File: src/rtl/ddr2_line_bridge.sv
// Bridges 128-bit cache line requests onto a DDR2 MIG-style app interface.
// Requests are queued in order and issued one at a time; reads return a one-cycle response pulse.
module ddr2_line_bridge #(
  parameter int QDEPTH = 4
) (
  input  logic         clk,
  input  logic         rstn,
  input  logic [26:0]  req_addr,
  input  logic [127:0] req_wdata,
  input  logic         req_en,
  input  logic         req_read,
  output logic [127:0] resp_data,
  output logic         resp_valid,
  output logic         busy,
  output logic         ovf_err,
  input  logic         init_calib_complete,
  output logic [26:0]  app_addr,
  output logic [2:0]   app_cmd,
  output logic         app_en,
  input  logic         app_rdy,
  output logic [127:0] app_wdf_data,
  output logic         app_wdf_wren,
  output logic         app_wdf_end,
  output logic [15:0]  app_wdf_mask,
  input  logic         app_wdf_rdy,
  input  logic [127:0] app_rd_data,
  input  logic         app_rd_data_valid
);

  localparam int PW = $clog2(QDEPTH);

  typedef enum logic [2:0] {IDLE, WR_DATA, WR_CMD, RD_CMD, RD_WAIT} state_t;

  state_t       r_state;
  logic [22:0]  r_qAddr [QDEPTH];
  logic [127:0] r_qData [QDEPTH];
  logic         r_qRead [QDEPTH];
  logic [PW:0]  r_wrPtr;
  logic [PW:0]  r_rdPtr;
  logic         r_ovfErr;
  logic [127:0] r_respData;
  logic         r_respValid;
  logic [26:0]  r_appAddr;
  logic [2:0]   r_appCmd;
  logic         r_appEn;
  logic [127:0] r_wdfData;
  logic         r_wdfWren;
  logic         r_wdfEnd;

  logic         w_empty;
  logic         w_full;
  logic         w_pop;
  logic         w_push;
  logic [22:0]  w_headAddr;
  logic [127:0] w_headData;
  logic         w_headRead;
  logic         w_unusedAddrBits;

  // Line-aligned addressing: the byte offset inside the line is never needed.
  assign w_unusedAddrBits = ^req_addr[3:0];

  assign w_empty    = (r_wrPtr == r_rdPtr);
  assign w_full     = (r_wrPtr[PW] != r_rdPtr[PW]) &&
                      (r_wrPtr[PW-1:0] == r_rdPtr[PW-1:0]);
  assign w_pop      = (r_state == IDLE) && !w_empty && init_calib_complete;
  // A full queue still accepts a request in the cycle its head is popped.
  assign w_push     = req_en && (!w_full || w_pop);
  assign w_headAddr = r_qAddr[r_rdPtr[PW-1:0]];
  assign w_headData = r_qData[r_rdPtr[PW-1:0]];
  assign w_headRead = r_qRead[r_rdPtr[PW-1:0]];

  always_ff @(posedge clk) begin
    if (w_push) begin
      r_qAddr[r_wrPtr[PW-1:0]] <= req_addr[26:4];
      r_qData[r_wrPtr[PW-1:0]] <= req_wdata;
      r_qRead[r_wrPtr[PW-1:0]] <= req_read;
    end
  end

  always_ff @(posedge clk or negedge rstn) begin
    if (!rstn) begin
      r_wrPtr  <= '0;
      r_rdPtr  <= '0;
      r_ovfErr <= 1'b0;
    end else begin
      if (w_push) r_wrPtr <= r_wrPtr + 1'b1;
      if (w_pop) r_rdPtr <= r_rdPtr + 1'b1;
      if (req_en && !w_push) r_ovfErr <= 1'b1;
    end
  end

  // Issue FSM; every app-side output is a register so it stays stable while stalled.
  always_ff @(posedge clk or negedge rstn) begin
    if (!rstn) begin
      r_state     <= IDLE;
      r_respData  <= '0;
      r_respValid <= 1'b0;
      r_appAddr   <= '0;
      r_appCmd    <= 3'b000;
      r_appEn     <= 1'b0;
      r_wdfData   <= '0;
      r_wdfWren   <= 1'b0;
      r_wdfEnd    <= 1'b0;
    end else begin
      r_respValid <= 1'b0;
      case (r_state)
        IDLE: begin
          if (w_pop) begin
            r_appAddr <= {w_headAddr, 4'b0000};
            if (w_headRead) begin
              r_state  <= RD_CMD;
              r_appEn  <= 1'b1;
              r_appCmd <= 3'b001;
            end else begin
              r_state   <= WR_DATA;
              r_wdfWren <= 1'b1;
              r_wdfEnd  <= 1'b1;
              r_wdfData <= w_headData;
            end
          end
        end
        WR_DATA: begin
          if (app_wdf_rdy) begin
            r_state   <= WR_CMD;
            r_wdfWren <= 1'b0;
            r_wdfEnd  <= 1'b0;
            r_appEn   <= 1'b1;
            r_appCmd  <= 3'b000;
          end
        end
        WR_CMD: begin
          if (app_rdy) begin
            r_state <= IDLE;
            r_appEn <= 1'b0;
          end
        end
        RD_CMD: begin
          if (app_rdy) begin
            r_state <= RD_WAIT;
            r_appEn <= 1'b0;
          end
        end
        RD_WAIT: begin
          if (app_rd_data_valid) begin
            r_state     <= IDLE;
            r_respData  <= app_rd_data;
            r_respValid <= 1'b1;
          end
        end
        default: r_state <= IDLE;
      endcase
    end
  end

  assign resp_data    = r_respData;
  assign resp_valid   = r_respValid;
  assign busy         = !w_empty || (r_state != IDLE);
  assign ovf_err      = r_ovfErr;
  assign app_addr     = r_appAddr;
  assign app_cmd      = r_appCmd;
  assign app_en       = r_appEn;
  assign app_wdf_data = r_wdfData;
  assign app_wdf_wren = r_wdfWren;
  assign app_wdf_end  = r_wdfEnd;
  assign app_wdf_mask = 16'h0000;

endmodule

File: config.mk
export PLATFORM = sky130hd
export DESIGN_NAME = ddr2_line_bridge
export DESIGN_NICKNAME = d
export VERILOG_FILES = /design/src/rtl/ddr2_line_bridge.sv
export SDC_FILE = /design/constraint.sdc
export NUM_CORES = 1
export LEC_CHECK = 0
export CAP_MARGIN = 20
export CORE_ASPECT_RATIO = 1.25
export CORE_MARGIN = 3
export CORE_UTILIZATION = 52
export DETAILED_ROUTE_END_ITERATION = 6
export PLACE_DENSITY = 0.78
export SETUP_SLACK_MARGIN = 0.15
export SYNTH_ARGS = -nofsm -noshare
export SYNTH_HDL_FRONTEND = slang
export SYNTH_SLANG_ARGS = --single-unit
File: constraint.sdc
create_clock -name clk -period 9.6 [get_ports clk]
set_input_delay 1.92 -clock clk [delete_from_list [all_inputs] [get_ports clk]]
set_output_delay 1.92 -clock clk [all_outputs]
set_load 0.05 [all_outputs]
; Word level (Yosys, flattened, before mapping)
; Memory sizes are Yosys's and may differ from the RTL's. A register that Yosys moved wholly into a read port is not among the register bits.
; Index checks and enable logic that the tools add are counted.
[classes]
add_sub_neg = 2
eq_ne = 15
n_mux = 24
n_bitwise = 1
reduce_logical = 24
[ops]
columns = op, count
row1 = $mux W3, 8
row2 = $pmux W3 S5, 1
row3 = $ne A2 B2 Y1 const B, 7
row4 = $mux W1, 11
row5 = $reduce_and A5 Y1, 2
row6 = $reduce_and A4 Y1, 2
row7 = $add A3 B1 Y3 const B, 2
row8 = $eq A3 B2 Y1 const B, 2
row9 = $pmux W3 S2, 1
row10 = $reduce_bool A3 Y1, 2
row11 = $logic_and A1 B1 Y1, 5
row12 = $logic_not A1 Y1, 5
row13 = $reduce_and A2 Y1, 2
row14 = $eq A3 B1 Y1 const B, 1
row15 = $eq A3 B3 Y1, 1
row16 = $eq A3 B3 Y1 const B, 1
row17 = $logic_not A3 Y1, 1
row18 = $pmux W1 S3, 1
row19 = $reduce_and A3 Y1, 1
row20 = $eq A2 B2 Y1, 1
row21 = $logic_or A1 B1 Y1, 2
row22 = $mux W2, 1
row23 = $ne A2 B1 Y1 const B, 1
row24 = $pmux W1 S2, 1
row25 = 4 further kinds, 4
[totals]
reg_bits = 144
mem_bits_rw = 608
input_bits = 291
output_inout_bits = 308
elab_cells = 78
memories = 3
[mem_list]
columns = memory, words, width, rd, rd_clocked_by_memory_dff, write_ports, line
row1 = r_qData, 4, 128, 1, 1, 1, 36  ; logic [127:0] r_qData [QDEPTH];
row2 = r_qAddr, 4, 23, 1, 1, 1, 35  ; logic [22:0] r_qAddr [QDEPTH];
row3 = r_qRead, 4, 1, 1, 0, 1, 37  ; logic r_qRead [QDEPTH];

; Longest topological paths before layout
[logic_depth]
word_depth = 8
depth_mapped = 8
mapped_depth_nobuf = 4

; Worst setup path before layout
; No wires, ideal clock.
[synth_timing]
path_kind = input -> register
from = input port init_calib_complete
to = memory r_qAddr[3][0] (enable)
setup_time_ns = 0.669
t_arrival_ns = 8.776
required_ns = 8.931
slack_ns = 0.155
cell_stages = 3
path_buffers = 0
path_cell_list = nor4b_1 > o41ai_2 > nor2_1
[synth_between]
elab_chain_len = 5
[synth_lines]
columns = item, line
row1 = from (decl), 16  ; input logic init_calib_complete,
row2 = $logic_and A1 B1 Y1, 65  ; assign w_pop = (r_state == IDLE) && !w_empty && init_calib_complete;
row3 = $logic_or A1 B1 Y1, 67  ; assign w_push = req_en && (!w_full || w_pop);
row4 = $logic_and A1 B1 Y1, 67
row5 = $mux W1, 73  ; if (w_push) begin
row6 = $mux W1 (implied by the code), 74  ; r_qAddr[r_wrPtr[PW-1:0]] <= req_addr[26:4];
row7 = to (decl), 35
; No other way between the ends.

; Worst setup path after layout
[layout_timing]
from = register r_rdPtr[0]
to = output port busy
[layout_between]
elab_chain_len = 3
[layout_lines]
columns = item, line
row1 = from (decl), 39  ; logic [PW:0] r_rdPtr;
row2 = from (signal assigned), 87  ; if (w_pop) r_rdPtr <= r_rdPtr + 1'b1;
row3 = $eq A3 B3 Y1, 62  ; assign w_empty = (r_wrPtr == r_rdPtr);
row4 = $logic_not A1 Y1, 157  ; assign busy = !w_empty || (r_state != IDLE);
row5 = $logic_or A1 B1 Y1, 157
row6 = to (decl), 14  ; output logic busy,
; No other way between the ends.

==> results.yml <==
status:
  outcome: "completed"
floorplanning:
  die-area_sq_um: 66900
  dieHeight_um: 288
  core_sq_um: 62500
  io_pins: 599
  fp.dieW_um: 232
  initial_utilization_pct: 53.0
  rows: 102
yosys:
  synth_compound_area_share_pct: 0.324
  synth_cells: 1489
  synthArstFlopShare_pct: 32.5
  synth_top_family_by_area: "multiplexers"
  yosysTopAreaCell: "edfxtp_1"
  synthFlopType: "edfxtp_1"
  yosys_warnings: 0
  synth_most_common_cell: "edfxtp_1"
  synth-simple-area-share_pct: 0.430
  synth_area_per_cell_sq_um: 22.3
  synth.distinct_cells: 37
  seq_area_frac_synth_pct: 77.1
  synth_common_cells: "edfxtp_1, dfrtp_1, mux4_2"
  yosys.area_share.adder_pct: 0.189
  synth_xor_area_share_pct: 0.238
  synthMuxAreaShare_pct: 19.9
  synth_top_area_share_pct: 55.0
  synth_area_leaders: "edfxtp_1, dfrtp_1, mux4_2, mux2_2, mux2_1"
  syn_area_sq_um: 33200
  synth_edf_count: 608
  yosys_register_bits: 901
routing:
  first_iter_violations: 1021
  drc: 0
  post_drt_wl_per_cell_um: 26.3
  drt-pass1-iter-count: 5
  drt_wl_total_mm: 79.6
  vias: 16600
  vias_per_cell: 5.48
  ant_nets: 0
timing:
  worst_pin_slew_ps: 1010
  fin_tns_setup_ps: 0
  maxSlewViolCount: 0
  fin_crit_ps: 4930
  setup_violations: 0
  finClkSkew_ps: 25.8
  rsz0062_at_grt: "false"
  finalCritPeriodShare_pct: 51.4
  slew_headroom_pct: 32.4
  timing.hold.ws_ps: 484
  hold_violations: 0
  fmax_mhz: 203
cts:
  cts_inserted_buffers: 85
  postCtsHoldBufs: 0
  post_cts_buffers: 0
  clk_path_buf_depth: 3
  cts-resized-gates: 0
  cts.sinks: 901
  cts_htree_levels: 3
  clkLatencyLatePin_ps: 620
  tritoncts: "yes"
  root_buffer: "clkbuf_16"
  path_clk_slew_ps: 60
run:
  maxCapViolations: 0
power:
  vdd_drop_max_uv: 254
  p_per_area_nw_per_um2: 366
  leakage_nw: 15.3
setup_path:
  worstPathArrival_ps: 3010
  crit_fanout: 41
  worstSetupPathType: "reg -> out"
  crit_required_ps: 7680
  cp-end-kind: "output pin"
  start_kind: "flop"
grt:
  grt_pass1_vias: 17600
  grt_max_degree: 110
  track_usage_pct: 23.8
  grt-ovfl-total: 0
  grt_antenna_before_repair: 25
  grt_pass1_wl_mm: 116
placement:
  port_buffers: 572
  dpl_cell_area_sq_um: 39800
  dp_hpwl_mm: 52.6
  gp_congestion: 0.825
final_layout:
  fill_cells: 4038
  syn_to_final_growth_pct: 28.0
  drive_gt1_share_pct: 21.0
  design_area_sq_um: 42500
  final_nets: 2400
worst_hold_path:
  hp-class: "reg -> reg"
## sequential cells by signal (all words and copies together), names as in the netlist, 3 cells and up
name / count
r_rdPtr: 3
app_addr: 23
resp_data: 128
r_wrPtr: 3
r_qAddr: 92
r_qRead: 4
r_qData: 512
r_state: 3
app_wdf_data: 128
## worst max-delay path, stage by stage, from the launching register on
cell and delay (ps):
dfrtp_4 1020, xnor2_1 310, nand4_1 170, clkdlybuf4s50_1 910
## layer usage
metal / global-route usage, % / up-vias / wire [um]
li1: - / 7134 / -
met1: 26.6 / 8626 / 27300
met2: 40.7 / 618 / 40800
met3: 8.16 / 168 / 7110
met4: 12.2 / 18 / 4250
met5: 0 / - / 107
## power by group
part	total (W)	internal, W	switching (W)
logic	0.00634	0.00239	0.00395
clock network	0.00317	0.00177	0.00139
registers	0.00602	0.00544	0.000583
## cell families after synthesis
kind of cell               after synthesis
buffers and inverters                   99
adders and majority gates                5
xor gates and xnor gates                 9
and+or+nand+nor                         25
DFF                                    901
muxes                                  435
AOI/OAI and AO/OA                       14
other                                    1
## final cells by class
type	instances	area, sq um	area share [%]
antenna	13	32.5	0.0766
sequential	901	25600	60.3
inverter	9	33.8	0.0796
tap	832	1040	2.45
clock inverter	38	279	0.657
timing repair buffer	597	5960	14.0
multi-input combinational	510	7130	16.8
clock buffer	121	2380	5.62
## cells in the final DEF (no fill, tap or decap), types with 3 or more instances in the layout
cell	synthesis	final
buf_4	28	22
clkbuf_1	21	26
clkbuf_16	0	87
clkbuf_8	0	8
clkdlybuf4s50_1	0	571
clkinv_1	0	11
clkinv_2	0	18
conb_1	1	22
dfrtp_1	293	291
diode_2	0	13
edfxtp_1	608	608
ha_1	5	5
inv_1	9	9
mux2_1	136	136
mux2_2	145	145
mux2i_1	3	3
mux4_2	151	151
nand2_1	4	4
nor2_1	7	3
nor2_4	0	4
nor2b_1	3	3
o21ai_0	3	3
xnor2_1	5	5
xor2_1	4	4
## final timing paths
kind | startpoint | end | slack, ps | depth (start not counted)
min in group asynchronous | rstn | resp_valid$_DFF_PN0_ | 1390 | 1
worst max register to register | r_rdPtr[1]$_DFFE_PN0P_ | r_qData[3][127]$_DFFE_PP_ | 5330 | 7
worst min-delay path | app_wdf_data[107]$_DFFE_PN0P_ | app_wdf_data[107]$_DFFE_PN0P_ | 480 | 1
worst min register to register | app_wdf_data[107]$_DFFE_PN0P_ | app_wdf_data[107]$_DFFE_PN0P_ | 480 | 1
max in group asynchronous | rstn | resp_data[83]$_DFFE_PN0P_ | 6600 | 2
worst max-delay path | r_rdPtr[0]$_DFFE_PN0P_ | busy | 4670 | 3
## per-stage QoR
step | utilization, % | setup WS (ps) | total power [W] | cells
floorplan | - | 155 | 0.0103 | 1510
finish | 67.9 | 4670 | 0.0155 | 3021
global route | 67.9 | 4430 | 0.0162 | 3016
CTS | 67.9 | 4550 | 0.0157 | 3008
global placement | 63.5 | 4210 | 0.0123 | 2848
detailed placement | 63.6 | 4170 | 0.0125 | 2849
Note: power is estimated with default switching activity, not from simulation.
